File: config.mk
export PLATFORM = sky130hd
export DESIGN_NAME = tag_arbiter
export DESIGN_NICKNAME = d
export VERILOG_FILES = /design/src/rtl/tag_arbiter_pkg.sv /design/src/rtl/tag_arbiter_rr_pick.sv /design/src/rtl/tag_arbiter.sv
export SDC_FILE = /design/constraint.sdc
export NUM_CORES = 1
export LEC_CHECK = 0
export ABC_AREA = 1
export CAP_MARGIN = 20
export CORE_AREA = 2 2 70 72
export DETAILED_ROUTE_END_ITERATION = 12
export DIE_AREA = 0 0 72 74
export GPL_TIMING_DRIVEN = 0
export PLACE_DENSITY = 0.6
export SLEW_MARGIN = 0
export SYNTH_ARGS = -nofsm -noshare
export SYNTH_HDL_FRONTEND = slang
export SYNTH_SLANG_ARGS = --single-unit
export TNS_END_PERCENT = 100
File: constraint.sdc
create_clock -name clock -period 2.52 [get_ports clock]
set_clock_uncertainty 0.2 [all_clocks]
set_input_delay 0.252 -clock clock [delete_from_list [all_inputs] [get_ports clock]]
set_output_delay 0.252 -clock clock [all_outputs]
set_load 0.01 [all_outputs]
File: src/rtl/tag_arbiter_pkg.sv
// Shared definitions for the tag arbiter: parameter defaults, match-result field layout.
// Latency: n/a (package only).
// Backpressure: n/a (package only).
package tag_arb_pkg;

    localparam int NREQ_DEFAULT  = 4;
    localparam int TAG_W_DEFAULT = 10;

    // Match-result field layout inside the 10-bit payload
    localparam int TAG_LSB    = 0;
    localparam int TAG_W_F    = 6;
    localparam int IN_IF_LSB  = 6;
    localparam int OUT_IF_LSB = 8;
    localparam int IF_W       = 2;

    typedef struct packed {
        logic [IF_W-1:0]    out_if;
        logic [IF_W-1:0]    in_if;
        logic [TAG_W_F-1:0] tag;
    } match_t;

endpackage

File: src/rtl/tag_arbiter_rr_pick.sv
// Rotating priority encoder: first set valid bit searching upward from base, modulo N.
// Latency: purely combinational.
// Backpressure: none; the caller qualifies the result.
//
// Ports:
//   valid  - request bits
//   base   - index searched first
//   any    - at least one valid bit set
//   winner - chosen index (equals base when nothing is valid)
module rr_pick #(
    parameter int  N     = 4,
    localparam int IDX_W = $clog2(N)
) (
    input  logic [N-1:0]     valid,
    input  logic [IDX_W-1:0] base,
    output logic             any,
    output logic [IDX_W-1:0] winner
);

    // N is a power of two, so IDX_W-bit addition wraps modulo N for free.
    // Scanning from the farthest offset down leaves the nearest hit in winner.
    always_comb begin
        any    = |valid;
        winner = base;
        for (int k = N - 1; k >= 0; k--) begin
            if (valid[base + IDX_W'(k)]) begin
                winner = base + IDX_W'(k);
            end
        end
    end

endmodule

File: src/rtl/tag_arbiter.sv
// Round-robin merge of NREQ match-result streams into one registered tagin stream.
// Latency: one cycle from accepted request to tagin_valid; one result per cycle sustained.
// Backpressure: tagin_valid && !tagin_ready holds the output and drops every req_ready.
//
// Ports:
//   clock, reset            - rising-edge clock, asynchronous active-low reset
//   req_data/req_valid      - per-requester match result and valid
//   req_ready               - per-requester accept, one-hot or zero, combinational
//   tagin_data/valid/ready  - registered output stream towards pmem_group
//   grant_id                - index of the requester that produced tagin_data
//   grant_count/stall_count - saturating statistics, only with TAG_ARB_STATS_EN defined
module tag_arbiter
    import tag_arb_pkg::*;
#(
    parameter int NREQ  = NREQ_DEFAULT,
    parameter int TAG_W = TAG_W_DEFAULT
) (
    input  logic                        clock,
    input  logic                        reset,
    input  logic [NREQ-1:0][TAG_W-1:0]  req_data,
    input  logic [NREQ-1:0]             req_valid,
    output logic [NREQ-1:0]             req_ready,
    output logic [TAG_W-1:0]            tagin_data,
    output logic                        tagin_valid,
    input  logic                        tagin_ready,
    output logic [$clog2(NREQ)-1:0]     grant_id
`ifdef TAG_ARB_STATS_EN
    ,
    output logic [NREQ-1:0][15:0]       grant_count,
    output logic [15:0]                 stall_count
`endif
);

    localparam int IDX_W = $clog2(NREQ);

    logic [IDX_W-1:0] rr_ptr;
    logic [IDX_W-1:0] winner;
    logic             any;
    logic             load;
    logic             accept;

    rr_pick #(.N(NREQ)) u_pick (
        .valid  (req_valid),
        .base   (rr_ptr),
        .any    (any),
        .winner (winner)
    );

    // Output register is free when empty or being drained this cycle.
    assign load   = !tagin_valid || tagin_ready;
    assign accept = load && any && reset;

    always_comb begin
        req_ready = '0;
        if (accept) begin
            req_ready[winner] = 1'b1;
        end
    end

    always_ff @(posedge clock or negedge reset) begin
        if (!reset) begin
            tagin_valid <= 1'b0;
            tagin_data  <= '0;
            grant_id    <= '0;
            rr_ptr      <= '0;
        end else if (load) begin
            if (any) begin
                tagin_valid <= 1'b1;
                tagin_data  <= req_data[winner];
                grant_id    <= winner;
                rr_ptr      <= winner + IDX_W'(1);
            end else begin
                tagin_valid <= 1'b0;
            end
        end
    end

`ifdef TAG_ARB_STATS_EN
    always_ff @(posedge clock or negedge reset) begin
        if (!reset) begin
            grant_count <= '0;
            stall_count <= '0;
        end else begin
            if (accept && (grant_count[winner] != 16'hFFFF)) begin
                grant_count[winner] <= grant_count[winner] + 16'd1;
            end
            if (tagin_valid && !tagin_ready && (stall_count != 16'hFFFF)) begin
                stall_count <= stall_count + 16'd1;
            end
        end
    end
`endif

endmodule

==> results.py <==
metrics = {
    "status": {
        "status": "finished clean",
    },
    "finish": {
        "final_core_utilization_pct": 46.56,
        "stdcell_count": 357,
        "n_fill_cell": 484,
        "n_antenna_cell": 0,
        "finalNetCount": 351,
        "drive_gt1_share_pct": 15.51,
        "area_growth_pct": 61.11,
    },
    "synthesis": {
        "syn_avg_cell_area_um2": 5.828,
        "syn-cell-area_mm2": 0.001329,
        "yosysTopAreaCell": "nand2_1",
        "synth.area.top_cells": "nand2_1 32%, dfrtp_1 28%, nand3_1 13%",
        "synth_edf_count": 0,
        "syn_nets": 275,
        "synth-main-ff-cell": "dfrtp_1",
        "netlist.area_leader.share_pct": 31.92,
        "ys_types": 24,
        "async_flop_share_pct": 100.0,
        "yosysWarnings": 0,
        "synth_seq_cells": 15,
        "synth_seq_area_share_pct": 28.25,
        "postSynthCellCount": 228,
    },
    "worst_setup_path": {
        "path_max_fanout": 6,
        "r2r-end": "tagin_data[2]$_DFFE_PN0N_",
        "start_kind": "flip-flop",
        "required_ps": 2070,
        "reg2reg_from": "rr_ptr[0]$_DFFE_PN0N_",
        "critPathLaunch": "rr_ptr[0]$_DFFE_PN0N_",
        "r2r_cells": 19,
        "r2r_setup_slack_ps": 370,
        "crit_path_end_kind": "output port",
        "crit_arrival_ps": 1950,
        "cp-endpoint": "req_ready[2]",
        "critical_path_class": "flip-flop to output port",
    },
    "place": {
        "gp_congestion": 0.8311,
        "port_buffers": 63,
        "post-dp-hpwl_mm": 3.066,
        "dp.cells": 345,
    },
    "floorplanning": {
        "dieArea_mm2": 0.005328,
        "dieHeight_um": 74,
        "start_util_pct": 28.90,
        "dieWidth_um": 72,
        "row_count": 25,
        "io_pins": 64,
        "core_area_mm2": 0.004598,
    },
    "clock_network": {
        "numCtsBuffers": 3,
        "clk_pin_slew_ps": 60,
        "cts-root-buf": "clkbuf_8",
        "cts_tree": "done",
        "clock_latency_ps": 250,
        "ctsHoldBuffers": 0,
        "cts_max_path_buffers": 2,
        "cts_sinks": 15,
        "htreeDepth": 1,
    },
    "power": {
        "p_total_mw": 2.982,
        "peakVddDrop_uv": 508.5,
        "p_per_area_mw_per_mm2": 1393,
        "p_leak_nw": 1.158,
    },
    "timing": {
        "grt_setup_unrepaired": "true",
        "slew_viol_final": 0,
        "worst_pin_slew_ps": 670.7,
        "relSlewSlack_pct": 55.15,
        "layout_min_cycle_time_ps": 2402,
        "fin_crit_sh_pct": 95.34,
        "setup_viol": 0,
        "max_freq_ghz": 0.4162,
        "hold_violations": 0,
        "holdWs_ps": 206.5,
    },
    "run": {
        "cap_viol_max_count": 0,
    },
    "grt": {
        "grt.overflow.total": 0,
        "grt_pass1_wl_mm": 6.637,
        "grt_use_total_pct": 15.82,
        "grt_max_degree": 17,
        "antenna_found_initial": 0,
        "grt_pass1_vias": 1477,
    },
    "drt": {
        "drt-initial-drc-count": 68,
        "drt-total-wl_mm": 4.168,
        "ant_nets": 0,
        "via_per_inst": 4.434,
        "dr_total_vias": 1583,
        "firstDrtPassIters": 4,
        "wl_per_cell_um": 11.68,
        "drc_errors": 0,
    },
    "hold_path": {
        "hp-class": "input pin to async pin",
    },
}
[sequential cells by signal, summed over array words and instances (netlist names)]
| signal | cells |
|---|---|
| rr_ptr | 2 |
| tagin_valid | 1 |
| grant_id | 2 |
| tagin_data | 10 |
[synth_stat cells (2+ instances only)]
master      n
inv_2       6
buf_2       3
nand2_2     3
nand2_1   113
clkbuf_1    2
buf_6       5
inv_1      26
nand3_1    34
nor2_1      6
a21oi_1     2
dfrtp_1    15
[worst min path at each step]
stage	start	cells after the start	to
detailed placement	tagin_data[0]$_DFFE_PN0N_	2	tagin_data[0]$_DFFE_PN0N_
global placement	tagin_data[0]$_DFFE_PN0N_	2	tagin_data[0]$_DFFE_PN0N_
global route	reset	1	tagin_data[3]$_DFFE_PN0N_
finish	reset	1	tagin_data[3]$_DFFE_PN0N_
CTS	reset	1	tagin_data[3]$_DFFE_PN0N_
floorplan	reset	0	grant_id[0]$_DFFE_PN0N_
[power breakdown]
| group | internal [mW] | switching, mW | total, mW |
|---|---|---|---|
| clock | 0.110 | 0.0854 | 0.195 |
| combinational | 1.03 | 1.32 | 2.35 |
| sequential | 0.358 | 0.0746 | 0.433 |
[layout make-up]
| cell class | instances | area (um2) | share of cell area, % |
|---|---|---|---|
| Sequential cell | 15 | 376.6 | 17.59 |
| Clock buffer | 3 | 41.29 | 1.929 |
| Buffer | 10 | 78.83 | 3.682 |
| Multi-Input combinational cell | 169 | 757.0 | 35.36 |
| Timing Repair Buffer | 72 | 683.2 | 31.91 |
| Inverter | 33 | 131.4 | 6.137 |
| Clock inverter | 1 | 5.005 | 0.2338 |
| Tap cell | 54 | 67.56 | 3.156 |
[cells by family (layout without fill, tap and decap cells)]
| logic type | Yosys count | after routing | synth area share, % |
|---|---|---|---|
| flops | 15 | 15 | 28.25 |
| compound gates | 7 | 7 | 3.767 |
| buf+inv | 44 | 119 | 16.01 |
| simple gates | 162 | 162 | 51.98 |
[metal layers]
layer | routed length (um) | share of wire (%) | global-route usage, %
met1 | 1904 | 46 | 20.94
met2 | 1875 | 45 | 25.62
met3 | 328 | 7.9 | 4.743
met4 | 59 | 1.4 | 3.774
met5 | 0 | 0 | 0
[layout by cell type, fill, tap and decap left out, types with 2 or more instances in the layout]
| master | instances |
|---|---|
| clkbuf_1 | 2 |
| nor2_1 | 6 |
| nand2_2 | 8 |
| clkbuf_8 | 3 |
| nand2_1 | 108 |
| buf_4 | 8 |
| dfrtp_1 | 14 |
| buf_2 | 7 |
| nand3_1 | 34 |
| buf_6 | 3 |
| buf_8 | 2 |
| inv_2 | 6 |
| clkdlybuf4s50_1 | 59 |
| inv_1 | 26 |
[per-stage QoR]
step	TNS (ps)	area [um2]	setup WS [ps]
final	0	2141	117.5
after global routing	-43.62	2141	-32.22
after CTS	0	2088	14.51
after detailed placement	-1150	2027	-311.5
after global placement	-1147	2027	-313.6
after floorplan	0	1329	527.8
[repair_timing]
action                                  CTS  global route
gates cloned                              0             1
endpoints found under the hold margin     0             0
buffers inserted                          2             6
resized for setup                        15            12
endpoints found under the setup margin    4             4
pin swaps                                 2             7
[worst max-delay path, stage by stage, from the launching register on]
cell and delay [ps]:
dfrtp_1 390, buf_6 140, inv_8 60, nand2_2 40
nand2_2 100, nand2_1 60, nand2_1 60, nand2_1 60
nand2_2 90, nand2_2 50, nand2_2 90, nand2_4 70
buf_8 130, inv_2 50, nand2_2 50, nor2_1 100
buf_2 140
No activity file was read; power rests on OpenSTA's default activity.
